--- config.mk ---
export PLATFORM = sky130hd
export DESIGN_NAME = phy_link_ctrl
export DESIGN_NICKNAME = d
export VERILOG_FILES = /design/src/rtl/phy_link_ctrl.sv
export SDC_FILE = /design/constraint.sdc
export NUM_CORES = 1
export LEC_CHECK = 0
export CAP_MARGIN = 15
export CORE_MARGIN = 10
export CORE_UTILIZATION = 29
export CTS_CLUSTER_DIAMETER = 200
export CTS_CLUSTER_SIZE = 20
export DETAILED_ROUTE_END_ITERATION = 7
export GPL_ROUTABILITY_DRIVEN = 0
export PLACE_DENSITY_LB_ADDON = 0.08
export SETUP_SLACK_MARGIN = 0.3
export SYNTH_ARGS = -nofsm -noshare
export SYNTH_HDL_FRONTEND = slang
export SYNTH_SLANG_ARGS = --single-unit
--- constraint.sdc ---
create_clock -name clk_4f -period 5.5 [get_ports clk_4f]
set_clock_uncertainty 0.2 [all_clocks]
set_input_delay 1.1 -clock clk_4f [delete_from_list [all_inputs] [get_ports clk_4f]]
set_output_delay 1.1 -clock clk_4f [all_outputs]
set_load 0.02 [all_outputs]
--- src/rtl/phy_link_ctrl.sv ---
// Link-sequencing controller for the PHY byte path: comma-count sync acquisition,
// error-driven loss of sync, comma stripping on RX, and comma/data selection on TX.
module phy_link_ctrl #(
  parameter logic [7:0] COMMA       = 8'hBC,
  parameter int         SYNC_COMMAS = 4,
  parameter int         ERR_MAX     = 3,
  parameter int         GOOD_RUN    = 4
) (
  input  logic       clk_4f,
  input  logic       reset,
  input  logic       en,
  input  logic [7:0] rx_data,
  input  logic       rx_valid,
  input  logic       rx_err,
  input  logic [7:0] tx_in_data,
  input  logic       tx_in_valid,
  output logic       tx_ready,
  output logic [7:0] tx_data,
  output logic       tx_is_idle,
  output logic [7:0] rx_out_data,
  output logic       rx_out_valid,
  output logic       link_up,
  output logic [1:0] state
);

  localparam logic [1:0] ST_SEARCH = 2'b00;
  localparam logic [1:0] ST_SYNCED = 2'b01;

  localparam logic [4:0] SYNC_LIM = 5'(SYNC_COMMAS);
  localparam logic [4:0] ERR_LIM  = 5'(ERR_MAX);
  localparam logic [4:0] GOOD_LIM = 5'(GOOD_RUN);

  logic [1:0] state_q, state_d;
  logic [3:0] comma_cnt_q, comma_cnt_d;
  logic [3:0] err_cnt_q, err_cnt_d;
  logic [3:0] good_cnt_q, good_cnt_d;
  logic [7:0] tx_data_q, tx_data_d;
  logic       tx_is_idle_q, tx_is_idle_d;
  logic [7:0] rx_out_data_q, rx_out_data_d;
  logic       rx_out_valid_q, rx_out_valid_d;

  logic       synced;
  logic       is_comma;
  logic [4:0] comma_inc;
  logic [4:0] err_inc;
  logic [4:0] good_inc;

  assign synced    = (state_q == ST_SYNCED);
  assign is_comma  = (rx_data == COMMA);
  assign comma_inc = {1'b0, comma_cnt_q} + 5'd1;
  assign err_inc   = {1'b0, err_cnt_q} + 5'd1;
  assign good_inc  = {1'b0, good_cnt_q} + 5'd1;

  // NOTE: every _d gets a default before any branch so no path leaves it unassigned (no latches).
  always_comb begin
    state_d        = state_q;
    comma_cnt_d    = comma_cnt_q;
    err_cnt_d      = err_cnt_q;
    good_cnt_d     = good_cnt_q;
    rx_out_data_d  = rx_out_data_q;
    rx_out_valid_d = 1'b0;
    tx_data_d      = COMMA;
    tx_is_idle_d   = 1'b1;

    // tx_ready is the pre-edge link state, so a byte offered on the dropping edge still goes out.
    if (synced && tx_in_valid) begin
      tx_data_d    = tx_in_data;
      tx_is_idle_d = 1'b0;
    end

    case (state_q)
      ST_SEARCH: begin
        if (rx_valid) begin
          if (is_comma && !rx_err) begin
            if (comma_inc == SYNC_LIM) begin
              state_d     = ST_SYNCED;
              comma_cnt_d = '0;
              err_cnt_d   = '0;
              good_cnt_d  = '0;
            end else if (comma_cnt_q != 4'hF) begin
              comma_cnt_d = comma_inc[3:0];
            end
          end else begin
            comma_cnt_d = '0;
          end
        end
      end
      ST_SYNCED: begin
        if (rx_valid) begin
          if (rx_err) begin
            good_cnt_d = '0;
            if (err_inc == ERR_LIM) begin
              state_d     = ST_SEARCH;
              comma_cnt_d = '0;
              err_cnt_d   = '0;
            end else if (err_cnt_q != 4'hF) begin
              err_cnt_d = err_inc[3:0];
            end
          end else begin
            if (good_inc == GOOD_LIM) begin
              good_cnt_d = '0;
              if (err_cnt_q != 4'd0) err_cnt_d = err_cnt_q - 4'd1;
            end else if (good_cnt_q != 4'hF) begin
              good_cnt_d = good_inc[3:0];
            end
            if (!is_comma) begin
              rx_out_data_d  = rx_data;
              rx_out_valid_d = 1'b1;
            end
          end
        end
      end
      default: begin
        state_d     = ST_SEARCH;
        comma_cnt_d = '0;
        err_cnt_d   = '0;
        good_cnt_d  = '0;
      end
    endcase

    if (!en) begin
      state_d        = ST_SEARCH;
      comma_cnt_d    = '0;
      err_cnt_d      = '0;
      good_cnt_d     = '0;
      rx_out_data_d  = '0;
      rx_out_valid_d = 1'b0;
      tx_data_d      = COMMA;
      tx_is_idle_d   = 1'b1;
    end
  end

  // NOTE: sequential state uses non-blocking assignments so all flops update together at the edge.
  always_ff @(posedge clk_4f or negedge reset) begin
    if (!reset) begin
      state_q        <= ST_SEARCH;
      comma_cnt_q    <= '0;
      err_cnt_q      <= '0;
      good_cnt_q     <= '0;
      tx_data_q      <= COMMA;
      tx_is_idle_q   <= 1'b1;
      rx_out_data_q  <= '0;
      rx_out_valid_q <= 1'b0;
    end else begin
      state_q        <= state_d;
      comma_cnt_q    <= comma_cnt_d;
      err_cnt_q      <= err_cnt_d;
      good_cnt_q     <= good_cnt_d;
      tx_data_q      <= tx_data_d;
      tx_is_idle_q   <= tx_is_idle_d;
      rx_out_data_q  <= rx_out_data_d;
      rx_out_valid_q <= rx_out_valid_d;
    end
  end

  assign state        = state_q;
  assign link_up      = synced;
  assign tx_ready     = synced;
  assign tx_data      = tx_data_q;
  assign tx_is_idle   = tx_is_idle_q;
  assign rx_out_data  = rx_out_data_q;
  assign rx_out_valid = rx_out_valid_q;

endmodule

==> flow_metrics.env, run 1 <==
export IMPL_drtAntennaViolNets=0
export IMPL_cts_tree="yes"
export IMPL_dpl_hpwl_um=3200
export IMPL_worstMarginPinSlew_ns=1.00
export IMPL_required_ns=5.47
export IMPL_slew_violations=0
export IMPL_grt_max_degree=32
export IMPL_post_cts_repair_setup_buffers=0
export IMPL_reg2reg_from="good_cnt_q[0]"
export IMPL_numPortBuffers=42
export IMPL_clk_latency_ns=0.28
export IMPL_max_slew_margin_pct=32.7
export IMPL_htree_num_levels=2
export IMPL_drv_cap=0
export IMPL_synthCells=176
export IMPL_first_global_vias=1440
export IMPL_grt_first_pass_wirelength_um=7220
export IMPL_num_nets_final=242
export IMPL_start_util_pct=29.9
export IMPL_drive_gt1_share_pct=14.8
export IMPL_route_detailed_drc=0
export IMPL_netlist_area_sq_um=1660
export IMPL_drt_total_wl_um=4260
export IMPL_min_period_ns=3.29
export IMPL_rsz0062_at_grt="false"
export IMPL_diodes=0
export IMPL_cts_root_buf="clkbuf_8"
export IMPL_cts_path_max_buffers=2
export IMPL_setup_worst_path_start_class="primary input"
export IMPL_wl_per_cell_um=14.8
export IMPL_drt_initial_drc_count=57
export IMPL_leakage_nw=0.938
export IMPL_ff2ff_path_depth=6
export IMPL_crit_path_end_kind="flop"
export IMPL_post_route_period_util_pct=59.8
export IMPL_finalSetupTns_ns=0
export IMPL_fmax_mhz=304
export IMPL_hp_start="comma_cnt_q[1]"
export IMPL_hold_class="flop to flop"
export IMPL_outcome="completed"
export IMPL_setup_viol=0
export IMPL_critPathKind="primary input to flop"
export IMPL_power_density_nw_per_um2=255
export IMPL_chipHeight_um=95.6
export IMPL_hold_viol=0
export IMPL_r2r_end="err_cnt_q[0]"
export IMPL_grt_ovfl_total=0
export IMPL_nFillCells=577
export IMPL_yosysWarnings=0
export IMPL_drtPass1Iterations=4
export IMPL_arrival_ns=3.26
export IMPL_vdd_drop_max_v=0.0000902
export IMPL_coreArea_sq_um=5540
export IMPL_numCtsBuffers=5
export IMPL_die_area_sq_um=9150
export IMPL_rows=27
export IMPL_gr_usage_all_layers_pct=10.0
export IMPL_yosysUniqueCellTypes=48
export IMPL_clock_sinks=31
export IMPL_path_max_fanout=16
export IMPL_clkTransAtPathRegs_ns=0.07
export IMPL_syn_num_nets=203
export IMPL_synth_ff_type="dfrtp_1"
export IMPL_ys_ff_latch=31
export IMPL_hold_ws_ns=0.329
export IMPL_antenna_found_initial=0
export IMPL_postCtsHoldBufs=0
export IMPL_area_growth_pct=34.8
export IMPL_post_route_util_pct=40.4
export IMPL_min_to="comma_cnt_q[1]"
export IMPL_via_per_inst=4.86
export IMPL_ios=44
export IMPL_seq_area_frac_synth_pct=47.2
export IMPL_rrSetupSlack_ns=3.14
export IMPL_min_path_cells=1
export IMPL_crit_start="rx_err"
export IMPL_routed_via_count=1400
export IMPL_post_cts_resize_count=0
export IMPL_synth_edf_count=0
export IMPL_die_w_um=95.6
export IMPL_syn_avg_cell_area_sq_um=9.43
export IMPL_synthArstFlopShare_pct=100
==> logic make-up after synthesis <==
group	share of synthesized area [%]
compound gates	18.6
simple gates	21.9
other cells	0.226
fa+ha+maj	3.77
flops	47.2
xor+xnor	1.06
buf+inv	5.96
mux	1.28
==> worst max path at each step <==
stage | endpoint | slack [ns] | cells past startpoint
final | rx_out_data[6] | 2.21 | 6
after global routing | rx_out_data[2] | 2.02 | 6
after CTS | rx_out_data[6] | 2.23 | 6
after detailed placement | rx_out_data[4] | 1.93 | 6
after global placement | rx_out_data[6] | 1.99 | 6
after floorplan | err_cnt_q[1] | 2.83 | 5
==> cells in the mapped netlist, types with 2 or more instances <==
cell	instances	area, sq um
dfrtp_1	25	626
clkbuf_1	6	22.5
nor3b_1	2	15.0
or2_2	5	31.3
ha_1	5	62.6
o31ai_1	2	15.0
a211oi_1	3	22.5
nor3_1	2	10.0
nand2_1	18	67.6
o211ai_1	2	15.0
a21oi_1	4	20.0
a21o_1	3	22.5
nand3_1	9	45.0
o2bb2ai_1	2	17.5
o21ai_0	9	45.0
dfstp_2	6	158
nor2_1	16	60.1
nand2b_1	3	18.8
o21ai_1	3	15.0
a31o_2	8	70.1
and3_1	3	18.8
inv_1	11	41.3
buf_4	4	30.0
==> stage by stage <==
step                      setup WS [ns]  std cells  area (sq um)  power (mW)
after floorplan                    2.83        176          1660       0.294
after global placement             1.99        280          2120       0.338
after detailed placement           1.93        280          2120       0.340
after CTS                          2.23        288          2240       0.581
after global routing               2.02        288          2240       0.602
final                              2.21        288          2240       0.570
==> where the power goes <==
part	switching, mW	total (mW)	internal (mW)
logic	0.0452	0.0893	0.0441
clock network	0.0894	0.236	0.147
registers	0.00706	0.245	0.238
total	0.142	0.570	0.429
==> sequential cells by signal, indices dropped and copies added, names as in the netlist <==
| name | flops |
|---|---|
| good_cnt_q | 4 |
| err_cnt_q | 4 |
| tx_is_idle | 1 |
| state | 1 |
| rx_out_data | 8 |
| rx_out_valid | 1 |
| tx_data | 8 |
| comma_cnt_q | 4 |
==> cell usage in the layout (no fill, tap or decap), types with 2 or more instances in the layout <==
master | Yosys | layout
a211oi_1 | 3 | 3
a21o_1 | 3 | 3
a21oi_1 | 4 | 4
a31o_2 | 8 | 8
and3_1 | 3 | 3
clkbuf_8 | 0 | 6
clkdlybuf4s50_1 | 0 | 42
dfrtp_1 | 25 | 25
dfstp_2 | 6 | 6
ha_1 | 5 | 5
inv_1 | 11 | 11
nand2_1 | 18 | 18
nand2b_1 | 3 | 3
nand3_1 | 9 | 9
nor2_1 | 16 | 16
nor3_1 | 2 | 2
nor3b_1 | 2 | 2
o211ai_1 | 2 | 2
o21ai_0 | 9 | 9
o21ai_1 | 3 | 3
o2bb2ai_1 | 2 | 2
o31ai_1 | 2 | 2
or2_2 | 5 | 5
==> worst max-delay path, stage by stage <==
cell	delay, ns
clkdlybuf4s50_1	0.66
nor2b_1	0.30
nand2_1	0.08
o21ai_1	0.79
nor2_1	0.09
a31o_2	0.24
==> routing by layer <==
layer	vias up	global-route usage [%]	part of all wire, %
met2	37	16.3	47
met5	-	0	0
met4	0	4.05	1.4
met3	6	4.24	8.0
met1	666	11.4	43
li1	691	-	-
==> area by class of cell <==
class | instances | area (sq um) | area share, %
repair buffers | 43 | 428 | 19.1
clock inverters | 2 | 35.0 | 1.57
well taps | 72 | 90.1 | 4.03
flip-flops and latches | 31 | 783 | 35.0
clock buffers | 6 | 82.6 | 3.69
multi-input cells | 123 | 777 | 34.7
inverters | 11 | 41.3 | 1.85
Note: power is estimated with default switching activity, not from simulation.
==> run 2: changes to the inputs <==
==> constraint.sdc (replaced) <==
create_clock -name clk_4f -period 3.22 [get_ports clk_4f]
set_clock_uncertainty 0.2 [all_clocks]
set_input_delay 0.644 -clock clk_4f [delete_from_list [all_inputs] [get_ports clk_4f]]
set_output_delay 0.644 -clock clk_4f [all_outputs]
set_load 0.02 [all_outputs]
==> flow_metrics.env, run 2 (synthesis results as in run 1) <==
export IMPL_outcome="completed"
export IMPL_clock_sinks=31
export IMPL_coreArea_sq_um=5540
export IMPL_setup_ws_ns=0.755
export IMPL_fmax_mhz=406
export IMPL_grt_max_degree=32
export IMPL_cts_root_buf="clkbuf_8"
export IMPL_drtAntennaViolNets=0
export IMPL_first_global_vias=1466
export IMPL_finalSetupTns_ns=0
export IMPL_min_period_ns=2.47
export IMPL_nFillCells=569
export IMPL_power_frac_comb_pct=15.9
export IMPL_critPathMaxStageDelay_ns=0.42
export IMPL_htree_num_levels=2
export IMPL_min_path_cells=1
export IMPL_crit_path_end_kind="flop"
export IMPL_numPortBuffers=42
export IMPL_setup_worst_path_start_class="primary input"
export IMPL_drv_cap=0
export IMPL_die_w_um=95.6
export IMPL_post_route_period_util_pct=76.6
export IMPL_crit_chain="clkdlybuf4s50_1, nand4b_1, nor4_2, a41oi_1, a21oi_1, mux2_2"
export IMPL_routed_via_count=1412
export IMPL_chipHeight_um=95.6
export IMPL_antenna_found_initial=0
export IMPL_required_ns=3.19
export IMPL_rsz0062_at_grt="false"
export IMPL_netSwitchingPower_uw=239
export IMPL_cts_tree="yes"
export IMPL_critPathKind="primary input to flop"
export IMPL_post_cts_resize_count=0
export IMPL_crit_family="simple AND/OR/NAND/NOR gates"
export IMPL_drt_initial_drc_count=66
export IMPL_grt_first_pass_wirelength_um=7130
export IMPL_via_per_inst=4.84
export IMPL_r2r_end="err_cnt_q[1]"
export IMPL_swShare_pct=24.6
export IMPL_dp_slack_ns=0.433
export IMPL_pwr_share_clk_pct=41.0
export IMPL_reg2reg_from="good_cnt_q[0]"
export IMPL_num_nets_final=246
export IMPL_crit_buf_inv=1
export IMPL_dpl_hpwl_um=3270
export IMPL_placed_area_sq_um=2150
export IMPL_drtPass1Iterations=4
export IMPL_diodes=0
export IMPL_wl_per_cell_um=14.8
export IMPL_postCtsHoldBufs=0
export IMPL_fin_cells=292
export IMPL_final_area_sq_um=2270
export IMPL_hold_class="flop to flop"
export IMPL_rrSetupSlack_ns=0.85
export IMPL_drt_total_wl_um=4320
export IMPL_cts_path_max_buffers=2
export IMPL_p_int_uw=735
export IMPL_clkTransAtPathRegs_ns=0.07
export IMPL_ios=44
export IMPL_area_growth_pct=36.7
export IMPL_route_detailed_drc=0
export IMPL_cp_slowest_cell="clkdlybuf4s50_1"
export IMPL_numCtsBuffers=5
export IMPL_drive_gt1_share_pct=16.4
export IMPL_arrival_ns=2.44
export IMPL_min_to="comma_cnt_q[1]"
export IMPL_die_area_sq_um=9150
export IMPL_place_inst=284
export IMPL_start_util_pct=29.9
export IMPL_leakage_nw=0.958
export IMPL_grt_ovfl_total=0
export IMPL_path_max_fanout=4
export IMPL_rows=27
export IMPL_vdd_drop_max_v=0.000183
export IMPL_clk_latency_ns=0.28
export IMPL_power_density_nw_per_um2=429
export IMPL_post_cts_repair_setup_buffers=0
export IMPL_final_common_cell="clkdlybuf4s50_1"
export IMPL_power_uw=974
export IMPL_setup_viol=0
export IMPL_pwr_share_seq_pct=43.0
export IMPL_hold_viol=0
export IMPL_hp_start="comma_cnt_q[1]"
export IMPL_gr_usage_all_layers_pct=9.80
export IMPL_final_cell_mix="clkdlybuf4s50_1 (42), dfrtp_1 (25), nand2_1 (18), nor2_1 (16), inv_1 (11)"
export IMPL_ff2ff_path_depth=6
export IMPL_slew_violations=0
run 2: changes by cell type in the layout (fill, tap and decap cells not counted), sizes merged:
cell,delta
buf,+4
run 2: final cells by class:
type / count / area [sq um] / share of cell area [%]
flip-flops and latches: 31 / 783 / 34.5
multi-input cells: 123 / 777 / 34.3
repair buffers: 47 / 458 / 20.2
well taps: 72 / 90.1 / 3.97
clock buffers: 6 / 82.6 / 3.64
inverters: 11 / 41.3 / 1.82
clock inverters: 2 / 35.0 / 1.55
run 2: how the worst max path moves through the flow:
stage,startpoint,end,cells after the start
after floorplan,rx_data[6],err_cnt_q[1],5
after global placement,rx_data[6],err_cnt_q[1],6
after detailed placement,rx_data[6],err_cnt_q[1],6
after CTS,rx_data[6],err_cnt_q[1],6
after global routing,rx_data[6],err_cnt_q[1],6
final,rx_data[6],err_cnt_q[1],6
run 2: power by group through the flow:
stage	combinational, mW	clock, mW	sequential (mW)
6_report	0.155	0.400	0.419
5_1_grt	0.171	0.438	0.421
4_1_cts	0.158	0.414	0.419
3_5_place_dp	0.157	0	0.426
3_3_place_gp	0.156	0	0.425
2_1_floorplan	0.0610	0	0.441
run 2: metal layers:
| layer | GRT usage, % | share of wire, % | up-vias |
|---|---|---|---|
| met2 | 15.1 | 48 | 30 |
| met1 | 11.9 | 44 | 675 |
| met3 | 4.01 | 6.1 | 5 |
| met4 | 3.93 | 1.4 | 0 |
| li1 | - | - | 702 |
| met5 | 0 | 0 | - |
run 2: through the flow:
step,hold WS [ns],utilization (%)
finish,0.335,40.9
global route,0.359,40.9
CTS,0.336,40.9
detailed placement,0.315,38.8
global placement,0.301,38.8
floorplan,0.148,-
